**config.mk**
```make
export PLATFORM = sky130hd
export DESIGN_NAME = filter_result_fifo
export DESIGN_NICKNAME = d
export VERILOG_FILES = /design/src/rtl/filter_result_fifo.sv
export SDC_FILE = /design/constraint.sdc
export NUM_CORES = 1
export LEC_CHECK = 0
export BUFFER_PORTS_ARGS = -buffer_cell sky130_fd_sc_hd__buf_2
export CAP_MARGIN = 20
export CORE_MARGIN = 4
export CORE_UTILIZATION = 50
export CTS_CLUSTER_SIZE = 25
export DETAILED_ROUTE_END_ITERATION = 8
export MAX_ROUTING_LAYER = met4
export PLACE_DENSITY = 0.67
export SYNTH_ARGS = -nofsm -noshare
export SYNTH_HDL_FRONTEND = slang
export SYNTH_SLANG_ARGS = --single-unit
```
**constraint.sdc**
```tcl
create_clock -name clk_i -period 4.8 [get_ports clk_i]
set_clock_uncertainty 0.05 [all_clocks]
set_input_delay 0.24 -clock clk_i [delete_from_list [all_inputs] [get_ports clk_i]]
set_output_delay 0.24 -clock clk_i [all_outputs]
set_load 0.03 [all_outputs]
```
**src/rtl/filter_result_fifo.sv**
```systemverilog
// First-word-fall-through buffer between the filter result strobe and a slower
// valid/ready consumer, with sticky error/overflow flags and a drop counter.
module filter_result_fifo #(
    parameter int DEPTH = 16,
    parameter int DW    = 32
) (
    input  logic                     clk_i,
    input  logic                     reset_n_i,
    input  logic                     enable_i,
    input  logic [DW-1:0]            res_i,
    input  logic                     res_valid_i,
    input  logic [1:0]               ferr_i,
    output logic [DW-1:0]            data_o,
    output logic                     valid_o,
    input  logic                     ready_i,
    output logic [$clog2(DEPTH):0]   count_o,
    output logic [15:0]              dropped_o,
    output logic [2:0]               health_o
);

    localparam int AW = $clog2(DEPTH);
    localparam int CW = AW + 1;
    localparam logic [CW-1:0] FULL_COUNT = CW'(DEPTH);

    logic [DW-1:0] mem [DEPTH];
    logic [AW-1:0] wp, rp;
    logic [CW-1:0] count;
    logic [15:0]   dropped;
    logic [2:0]    health;
    logic          en_d;

    logic flush, push, pop, full, wr, drop;

    assign flush = enable_i & ~en_d;
    // The push is masked in the flush cycle so a result arriving with the
    // enable edge can never survive the clear.
    assign push  = res_valid_i & enable_i & en_d;
    assign pop   = (count != '0) & ready_i;
    assign full  = (count == FULL_COUNT);
    assign wr    = push & (~full | pop);
    assign drop  = push & full & ~pop;

    // NOTE: the storage array has no reset; contents are only observable through
    // data_o, which is forced to zero while the FIFO is empty.
    always_ff @(posedge clk_i) begin
        if (wr)
            mem[wp] <= res_i;
    end

    // NOTE: all state here uses non-blocking assignments so every register
    // samples the pre-edge values of its neighbours.
    always_ff @(posedge clk_i or negedge reset_n_i) begin
        if (!reset_n_i) begin
            en_d    <= 1'b0;
            wp      <= '0;
            rp      <= '0;
            count   <= '0;
            dropped <= '0;
            health  <= '0;
        end else begin
            en_d <= enable_i;
            if (flush) begin
                wp      <= '0;
                rp      <= '0;
                count   <= '0;
                dropped <= '0;
                health  <= '0;
            end else begin
                if (wr)
                    wp <= wp + AW'(1);
                if (pop)
                    rp <= rp + AW'(1);
                case ({wr, pop})
                    2'b10:   count <= count + CW'(1);
                    2'b01:   count <= count - CW'(1);
                    default: count <= count;
                endcase
                if (drop) begin
                    health[2] <= 1'b1;
                    if (dropped != 16'hFFFF)
                        dropped <= dropped + 16'd1;
                end
                if (enable_i)
                    health[1:0] <= health[1:0] | ferr_i;
            end
        end
    end

    assign valid_o   = (count != '0);
    assign data_o    = valid_o ? mem[rp] : '0;
    assign count_o   = count;
    assign dropped_o = dropped;
    assign health_o  = health;

endmodule

```
# Word level (Yosys, flattened, before mapping)
# Memories as Yosys holds them, arrays and structs flattened.
# Index checks and enable logic that the tools add are counted.
# W data, S select, Z words.
# totals
reg_bits	33
mem_bits_rw	512
inputBits	39
output_inout_bits	57
mem_count	1
# classes
add_sub_neg	5
n_eq_ne	4
n_mux	15
n_bitwise	12
reduce_logical	8
# memory_table
name	words	word_bits	rd	rd_clocked_by_memory_dff	wr	line_no	rtl
mem	16	32	1	0	1	25	logic [DW-1:0] mem [DEPTH];
# ops
cell	n
$mux W16	3
$mux W32	1
$add A16 B1 Y16 const B	1
$mux W4	4
$ne A16 B16 Y1 const B	1
$pmux W5 S2	1
$reduce_bool A2 Y1	5
$add A4 B1 Y4 const B	2
$and A1 B1 Y1	7
$add A5 B1 Y5 const B	1
$eq A5 B5 Y1 const B	1
$mux W5	1
$reduce_bool A5 Y1	1
$sub A5 B1 Y5 const B	1
$mux W1	3
$mux W3	1
$not A1 Y1	3
$reduce_bool A3 Y1	1
$eq A2 B1 Y1 const B	1
$eq A2 B2 Y1 const B	1
$mux W2	1
$or A2 B2 Y2	1
$reduce_and A2 Y1	1
$or A1 B1 Y1	1

# Depth between registers and ports, before layout
# depth
depth_word	7
depth_mapped	10
depth_no_buf	9

# Worst setup path before layout
# No wires, ideal clock.
# synth_timing
path_type	register -> register
from	register count[4], in the netlist count_o[4]
to	memory mem[10][0], enable pin
setup_ns	0.461
arrival_time_ns	3.589
setup_slack_ns	0.700
path_stages_with_launch	5
n_path_buf	0
period_less_slack_ns	4.100
cell_sequence	dfrtp_1 -> nor2b_1 -> a21oi_1 -> nand2_1 -> nor3_1
# synth_between
elab_chain_cells	6
elab_cells_between_ends	8
cone_classes	eq/ne: 1; mux: 2; bitwise: 4; reduce/logical: 1
# synth_lines
item	line_no	rtl
from (decl)	27	logic [CW-1:0] count;
from (signal assigned)	74	2'b10: count <= count + CW'(1);
from (signal assigned)	75	2'b01: count <= count - CW'(1);
from (signal assigned)	76	default: count <= count;
$reduce_bool A5 Y1 / $eq A5 B5 Y1 (equally long branches)	38, 39	
$and A1 B1 Y1 / $not A1 Y1 (equally long branches)	38, 40	
$or A1 B1 Y1 *	40	assign wr = push & (~full | pop);
$and A1 B1 Y1 *	40	
$mux W1 *	46	if (wr)
$mux W1 (not written as such) *	47	mem[wp] <= res_i;
to (decl)	25	
# Every way passes the cells marked *; elsewhere a longest branch is shown, timed or not.

# Worst setup path after layout
# layout_timing
from	register rp[0]
to	output data_o[7]
# layout_between
elab_chain_cells	2
# layout_lines
item	line_no	rtl
from (decl)	26	logic [AW-1:0] wp, rp;
from (signal assigned)	72	rp <= rp + AW'(1);
$mem_v2 Z16 W32	-	
$mux W32	90	assign data_o = valid_o ? mem[rp] : '0;
to (decl)	13	output logic [DW-1:0] data_o,
# Every way passes these cells.

==> impl_metrics.py <==
metrics = {
    "detailed_routing": {
        "vias": 10175,
        "wirelength_mm": 41.7,
        "ant_nets": 0,
        "drt-wirelength-per-cell_um": 23.9,
        "drtIter0Drc": 756,
        "first_pass_iters": 5,
        "vias_per_cell": 5.84,
        "route.detailed.drc": 0,
    },
    "worst_setup_path": {
        "cp_data_required_time_ns": 4.51,
        "cpPeakStageDelay_ns": 1.02,
        "r2r_cells": 4,
        "critical_path_arrival_ns": 3.23,
        "crit_type": "reg -> out",
        "path_cells": "buf_4, mux4_2, mux2i_1, o22ai_1, buf_2",
        "cp-start-kind": "flop",
        "worstPathMaxFanout": 46,
        "cp_slowest_cell": "dfrtp_4",
        "cp-end-kind": "primary output",
    },
    "sta": {
        "min_period_over_period": 0.733,
        "fmax_ghz": 0.284,
        "tightestPinTransition_ns": 1.05,
        "fin_tns_setup_ns": 0,
        "drv_slew": 0,
        "rsz0062_at_grt": "false",
        "period_needed_ns": 3.52,
        "final-setup-viol-count": 0,
        "hold_viol_final": 0,
        "hold_ws_ns": 0.145,
        "slew_headroom": 0.296,
    },
    "grt": {
        "grt_max_degree": 94,
        "grt_use_met1": 0.260,
        "met3_usage": 0.0281,
        "met2_usage": 0.309,
        "grt_use_total": 0.190,
        "grt_pass1_wl_mm": 65.4,
        "grt_pass1_vias": 10966,
        "gr-total-overflow": 0,
        "antenna_found_initial": 0,
        "gr-max-usage-layer": "met2",
    },
    "placement": {
        "placedCellCount": 1605,
        "io_buffers": 95,
        "place_area_um2": 22500,
        "gp_routability_congestion": 0.815,
        "hpwlAfterDp_mm": 23.8,
    },
    "clock_tree": {
        "post_cts_resize_count": 0,
        "hold_buffers": 37,
        "cts_buffers": 54,
        "clk_path_buf_depth": 3,
        "clock_sinks": 545,
        "clkLatencyLatePin_ns": 0.58,
        "cts.htree.levels": 2,
        "ctsRootBufferMaster": "clkbuf_16",
        "post-cts-setup-buffer-count": 0,
        "cts_tree": "done",
        "cts.reportedPaths.clkPinSlew_ns": 0.06,
    },
    "power_and_ir_drop": {
        "power_leakage_nw": 7.91,
        "power_density_nw_per_um2": 530,
        "ir_drop_uv": 515,
    },
    "layout": {
        "layout-drive-gt1-share": 0.296,
        "layout.nets": 1207,
        "fill_cells": 3052,
        "final_cell_mix": "512 x edfxtp_1, 128 x mux4_2, 95 x buf_2, 66 x mux2i_1, 55 x clkbuf_16",
        "diodes": 0,
        "layout.cells.non_filler": 1743,
        "final_area_um2": 24600,
        "area_growth_pct": 15.3,
        "mostFrequentLayoutCell": "edfxtp_1",
    },
    "synth": {
        "synth_edf_count": 512,
        "yosys.area.top_type": "edfxtp_1",
        "ys.flop_type": "edfxtp_1",
        "yosysWarnings": 0,
        "synth_top_area_frac": 0.721,
        "synthArstFlopShare": 0.0606,
        "syn-num-nets": 1050,
        "yosysUniqueCellTypes": 53,
        "yosys-top-cells-area": "edfxtp_1 72%, mux4_2 14%, dfrtp_1 3.9%, mux2i_1 3.1%, o22ai_1 0.97%",
        "postSynthCellCount": 1003,
        "yosysSeqAreaShare": 0.760,
        "ys_seq_elements": 545,
        "syn_avg_cell_area_um2": 21.2,
        "netlist_area_um2": 21300,
    },
    "floorplanning": {
        "die_h_um": 214,
        "core_um2": 42000,
        "die_x_um": 214,
        "row_count": 75,
        "die_area_um2": 46000,
        "start_util": 0.507,
        "pin_count": 96,
    },
    "hold_path": {
        "hold_depth": 4,
        "hp-class": "in -> reg",
    },
    "status": {
        "status": "finished, final reports clean",
    },
    "job": {
        "maxCapViolations": 0,
    },
}
layout make-up:
type / count / area [um^2] / area share
clock inverters: 37 / 293 / 0.0119
flip-flops and latches: 545 / 16200 / 0.660
inverters: 6 / 22.5 / 0.000916
clock buffers: 63 / 1410 / 0.0572
well taps: 539 / 674 / 0.0274
multi-input cells: 400 / 4920 / 0.200
repair buffers: 153 / 1050 / 0.0427
cell usage after synthesis, types with 7 or more instances:
| library cell | n |
|---|---|
| buf_1 | 7 |
| a21oi_1 | 12 |
| mux4_2 | 128 |
| mux2i_1 | 66 |
| o22ai_1 | 33 |
| ha_1 | 8 |
| xor2_1 | 7 |
| o21ai_0 | 10 |
| and2_1 | 9 |
| nand2_1 | 13 |
| nor3_1 | 10 |
| edfxtp_1 | 512 |
| nor2_1 | 32 |
| dfrtp_1 | 33 |
| clkbuf_1 | 28 |
| nand3_1 | 11 |
| buf_2 | 13 |
final timing paths:
check,from,to,slack [ns]
max,rp[0],data_o[7],1.28
min,res_valid_i,health_o[2],0.15
max reg2reg,count_o[4],mem[15][23],1.66
min reg2reg,health_o[0],health_o[0],0.45
max in group asynchronous,reset_n_i,rp[1],3.88
min in group asynchronous,reset_n_i,dropped_o[5],0.23
routing by layer:
metal | part of all wire | wire length, um
met2 | 0.50 | 21000
met4 | 0.016 | 658
met3 | 0.048 | 1990
met1 | 0.43 | 18100
met5 | 0 | 0
state kept, by name, summed over array words and instances (netlist names):
name       flops
health_o       3
dropped_o     16
wp             4
mem          512
en_d           1
rp             4
count_o        5
critical path, delay by kind of cell (launching register included):
kind,cells,cell delay (ns)
muxes,2,0.76
DFF,1,1.02
AOI/OAI and AO/OA,1,0.10
buffers and inverters,2,0.65
stage by stage:
step / utilization / worst slack [ns] / power (mW)
after floorplan: - / 0.700 / 8.14
after global placement: 0.535 / 1.74 / 9.11
after detailed placement: 0.535 / 1.64 / 9.14
after CTS: 0.584 / 1.23 / 13.2
after global routing: 0.585 / 1.02 / 13.6
final: 0.585 / 1.28 / 13.0
power by group:
part           leakage [nW]  switching [mW]  internal, mW  total (mW)
registers              5.04           0.332          5.27        5.60
logic                  2.03            1.84          1.56        3.40
clock network         0.843            1.71          2.31        4.02
cell families (layout without fill, tap and decap cells):
family / Yosys count / in the layout / share of synthesized area
mux: 195 / 195 / 0.167
buf+inv: 58 / 259 / 0.0122
simple gates: 109 / 109 / 0.0271
compound gates: 75 / 75 / 0.0232
fa+ha+maj: 8 / 8 / 0.00470
flops: 545 / 545 / 0.760
xor+xnor: 13 / 13 / 0.00534
No activity file was read; power rests on OpenSTA's default activity.
